### src/rtl/cnt_arbiter.sv
// cnt_arbiter: round-robin arbiter/sequencer sharing one event-counter datapath between NREQ requesters.
// Ports: Clk/Reset (async active-low); Req/ReqSlt per-requester request and mode; ClrReq clear request;
//        Gnt one-hot grant, CntEn/CntSlt/CntClr counter controls, Busy high while clearing. All outputs registered.
// Latency Req->Gnt 1 cycle; a clear holds CntClr CLR_HOLD cycles and outranks all count requests.
// Optional macro CNT_ARB_PRIO0_EN: requester 0 gets fixed top priority, the rest rotate round-robin.
module cnt_arbiter #(
  parameter int NREQ     = 4,
  parameter int CLR_HOLD = 2
) (
  input  logic            Clk,
  input  logic            Reset,
  input  logic [NREQ-1:0] Req,
  input  logic [NREQ-1:0] ReqSlt,
  input  logic            ClrReq,
  output logic [NREQ-1:0] Gnt,
  output logic            CntEn,
  output logic            CntSlt,
  output logic            CntClr,
  output logic            Busy
);

  localparam int LW = $clog2(NREQ);
  // A hold of one cycle needs no counting, but keep at least one counter bit.
  localparam int CW = (CLR_HOLD > 1) ? $clog2(CLR_HOLD) : 1;
  localparam logic [CW-1:0] CLR_LOAD = CW'(CLR_HOLD - 1);
  localparam logic [LW-1:0] LAST_RST = LW'(NREQ - 1);
  localparam logic [LW:0]   NREQ_W   = (LW+1)'(NREQ);

  typedef enum logic {
    ST_ARB   = 1'b0,
    ST_CLEAR = 1'b1
  } state_t;

  state_t          state_q, state_d;
  logic [CW-1:0]   clr_cnt_q, clr_cnt_d;
  logic [LW-1:0]   last_q, last_d;
  logic [NREQ-1:0] gnt_q, gnt_d;
  logic            cnt_en_q, cnt_en_d;
  logic            cnt_slt_q, cnt_slt_d;

  logic [NREQ-1:0] req_cand;
  logic            win_vld;
  logic [LW-1:0]   win_idx;
  logic [LW:0]     sum;

  // Winner search: first set request starting one past the last winner, wrapping.
  always_comb begin
    req_cand = Req;
    win_vld  = 1'b0;
    win_idx  = '0;
    sum      = '0;
`ifdef CNT_ARB_PRIO0_EN
    // Requester 0 is handled outside the rotation.
    req_cand[0] = 1'b0;
`endif
    for (int i = 1; i <= NREQ; i++) begin
      sum = {1'b0, last_q} + (LW+1)'(i);
      if (sum >= NREQ_W) sum = sum - NREQ_W;
      if (!win_vld && req_cand[sum[LW-1:0]]) begin
        win_vld = 1'b1;
        win_idx = sum[LW-1:0];
      end
    end
`ifdef CNT_ARB_PRIO0_EN
    if (Req[0]) begin
      win_vld = 1'b1;
      win_idx = '0;
    end
`endif
  end

  // Next state and registered outputs.
  always_comb begin
    state_d   = state_q;
    clr_cnt_d = clr_cnt_q;
    last_d    = last_q;
    gnt_d     = '0;
    cnt_en_d  = 1'b0;
    cnt_slt_d = 1'b0;
    if (state_q == ST_CLEAR && clr_cnt_q != '0) begin
      clr_cnt_d = clr_cnt_q - CW'(1);
    end else if (ClrReq) begin
      // Also covers the last CLEAR cycle: a still-high ClrReq restarts with no gap.
      state_d   = ST_CLEAR;
      clr_cnt_d = CLR_LOAD;
    end else begin
      // Arbitration runs in ARB and on the edge that ends a clear.
      state_d = ST_ARB;
      if (win_vld) begin
        gnt_d[win_idx] = 1'b1;
        cnt_en_d       = 1'b1;
        cnt_slt_d      = ReqSlt[win_idx];
`ifdef CNT_ARB_PRIO0_EN
        if (win_idx != '0) last_d = win_idx;
`else
        last_d = win_idx;
`endif
      end
    end
  end

  always_ff @(posedge Clk or negedge Reset) begin
    if (!Reset) begin
      state_q   <= ST_ARB;
      clr_cnt_q <= '0;
      last_q    <= LAST_RST;
      gnt_q     <= '0;
      cnt_en_q  <= 1'b0;
      cnt_slt_q <= 1'b0;
    end else begin
      state_q   <= state_d;
      clr_cnt_q <= clr_cnt_d;
      last_q    <= last_d;
      gnt_q     <= gnt_d;
      cnt_en_q  <= cnt_en_d;
      cnt_slt_q <= cnt_slt_d;
    end
  end

  assign Gnt    = gnt_q;
  assign CntEn  = cnt_en_q;
  assign CntSlt = cnt_slt_q;
  assign CntClr = (state_q == ST_CLEAR);
  assign Busy   = (state_q == ST_CLEAR);

endmodule

### config.mk
export PLATFORM = sky130hd
export DESIGN_NAME = cnt_arbiter
export DESIGN_NICKNAME = d
export VERILOG_FILES = /design/src/rtl/cnt_arbiter.sv
export SDC_FILE = /design/constraint.sdc
export NUM_CORES = 1
export LEC_CHECK = 0
export CAP_MARGIN = 5
export CORE_AREA = 2 2 39 41
export DETAILED_ROUTE_END_ITERATION = 12
export DIE_AREA = 0 0 41 43
export PLACE_DENSITY = 0.68
export REMOVE_ABC_BUFFERS = 1
export SLEW_MARGIN = 25
export SYNTH_ARGS = -nofsm -noshare
export SYNTH_HDL_FRONTEND = slang
export SYNTH_SLANG_ARGS = --single-unit
### constraint.sdc
create_clock -name Clk -period 2.1 [get_ports Clk]
set_input_delay 0.42 -clock Clk [delete_from_list [all_inputs] [get_ports Clk]]
set_output_delay 0.42 -clock Clk [all_outputs]
set_load 0.005 [all_outputs]
==> run metrics <==
worst skew pair latency=between 0.2 and 0.3 ns; Post-synth EDFFs=0; setup tns final=0 ns; Crit Path Class=register to primary output; met3 usage=0.0942; Critical Path RT=between 1.5 and 2 ns; post-synthesis async set-or-reset flop share=1.00; reg2reg path depth=4; post-layout minimum cycle time=approximately 1.6 ns; GR Util All Layers=0.114; CP peak stage delay=between 0.5 and 0.6 ns; total CTS buffers=3; slowest CP cell=clkdlybuf4s50_1; Post-Place Cell Area=663 um^2; final instance area=699 um^2; CP Max Fanout=4; critical path cell sequence=clkdlybuf4s50_1; post-synthesis sequential area ratio=0.537; syn avg cell area=11.2 um^2; CP endpoint kind=primary output; final setup vio count=0; status=finished, final reports clean; chip height=43 um; clock buffer depth=2; IO Count=19; Reg2Reg Capture Point=CntSlt; H-tree lvl count=1; fillers=approximately 130; Peak VDD IR=between 0.5 and 0.6 mV; Final Hold Viols=0; Placeable Area=1380 um^2; period utilization=0.751; pre-CTS setup slack=between 0.2 and 0.3 ns; Synth area leaders=dfrtp_1 (43%), dfstp_2 (11%), mux2i_1 (6.4%); CTS tree=built; Max Cap Viol=0; largest net degree at the start of global routing=11; Slew @ Worst Pin=~0.43 ns; clock root buffer=clkbuf_4; Setup crit start kind=register; Syn. warnings=0; Die X=just over 40 um; GR Util met2=0.175; n_diodes=0; synthesis-stage register bit count=10; vias in the first global route=around 320; Port Buf Inserts=18; layout cells sized above 1=0.175; Layout Nets=75; leakage power=0.000300 uW; initial drt markers=7; post-synth top area share=0.426; Clock Sinks=10; Cell variety after synth=22; cts hold-fix bufs=0; kind of cell adding the most delay to the critical path=buffers and inverters; full die area=between 1500 and 2000 um^2; r2r startpoint=last_q[0]; WP data arrival=1.16 ns; Min-Delay Path Class=primary input to asynchronous set/reset pin; GRT Max-Usage Layer=met2; Peak Freq=between 600 and 700 MHz; initial core utilization=0.340; buffer and inverter count on the worst path=1; Final Core Density=0.505; cells after synthesis=42; fin. max-slew vios=0; M1 GR Usage=0.118; Placer Congestion=roughly 0.83; DR WL/cell=roughly 10 um; Detailed Routing Iterations Pass 1=4; Via density=about 4.7; initial antenna violation count=0; most numerous cell in the Yosys netlist=dfrtp_1; first-pass GRT wire length=1290 um; row cnt=14; via count=~370; worst clock skew=between 0.004 and 0.005 ns; top_reg_cell synth=dfrtp_1; Post-CTS Resized=0; mapped cell area=between 400 and 500 um^2; Setup Buffers After CTS=0; PD cells=863 nW/um^2; Setup WS post-layout=about 0.52 ns; Reg2Reg Setup Slack=around 0.70 ns; Total Wirelength=between 800 and 900 um; Max-slew headroom=0.712; Synth area leader=dfrtp_1; RSZ-0062 raised after global routing=no; Worst-path clk slew=around 0.07 ns; Area Overhead vs Synth=48.7%; total grt overflow=0; Final ANT Viol Nets=0; DRC=0
[power breakdown]
group | internal [uW] | switching (uW) | leakage (uW)
clock network | 105 | 64.3 | 0.0000210
registers | 237 | 19.1 | 0.000124
logic | 107 | 71.2 | 0.000155
total | 449 | 155 | 0.000300
[layout make-up]
cell class / instances / area (um^2) / area share
Tap cell: 16 / 20.0 / 0.0286
Multi-Input combinational cell: 30 / 206 / 0.295
Timing Repair Buffer: 18 / 180 / 0.258
Sequential cell: 10 / 253 / 0.361
Inverter: 1 / 3.75 / 0.00537
Clock buffer: 4 / 36.3 / 0.0519
[per-layer routing]
metal  vias up  routed length (um)
met2        13                 427
met4         0                   0
met1       169                 321
met3         0                  70
li1        189                   -
met5         -                   0
[sequential cells by signal (all words and copies together), names as in the netlist]
name       cells
CntSlt         1
Gnt            4
last_q         2
clr_cnt_q      1
CntEn          1
Busy           1
[layout by cell type (no fill, tap or decap)]
master            n
o22ai_2           1
clkdlybuf4s50_1  18
nand2_1           2
dfrtp_1           8
clkbuf_8          1
nor2b_1           3
o21ai_0           3
a21o_1            2
nor4_2            1
nor2_1            3
mux2i_1           3
nor2_2            1
o221a_2           1
and2b_1           1
or2_2             1
dfstp_2           2
inv_1             1
clkbuf_4          3
a311o_1           1
nand4_1           1
nand2b_1          3
nand3_1           1
o21ai_1           1
o21a_1            1
[how the worst max path moves through the flow]
stage / end / slack, ns / from / cells past startpoint
CTS: Busy / 0.51 / Busy / 1
global placement: CntSlt / 0.26 / Req[1] / 5
detailed placement: CntSlt / 0.26 / Req[1] / 5
floorplan: CntSlt / 0.76 / last_q[0] / 4
finish: Busy / 0.52 / Busy / 1
global route: Busy / 0.43 / Busy / 1
[kinds of logic (layout without fill, tap and decap cells)]
kind of cell	after synthesis	after routing	share of synthesized area
compound gates	10	10	0.162
buf+inv	2	23	0.0239
flops	10	10	0.537
mux	3	3	0.0638
simple gates	17	17	0.213
[metrics by stage]
step	total power, uW	hold WS [ns]	cells
floorplan	356	0.124	41
global placement	438	0.462	75
detailed placement	440	0.478	75
CTS	614	0.473	79
global route	647	0.482	79
finish	604	0.459	79
Note: power is estimated with default switching activity, not from simulation.
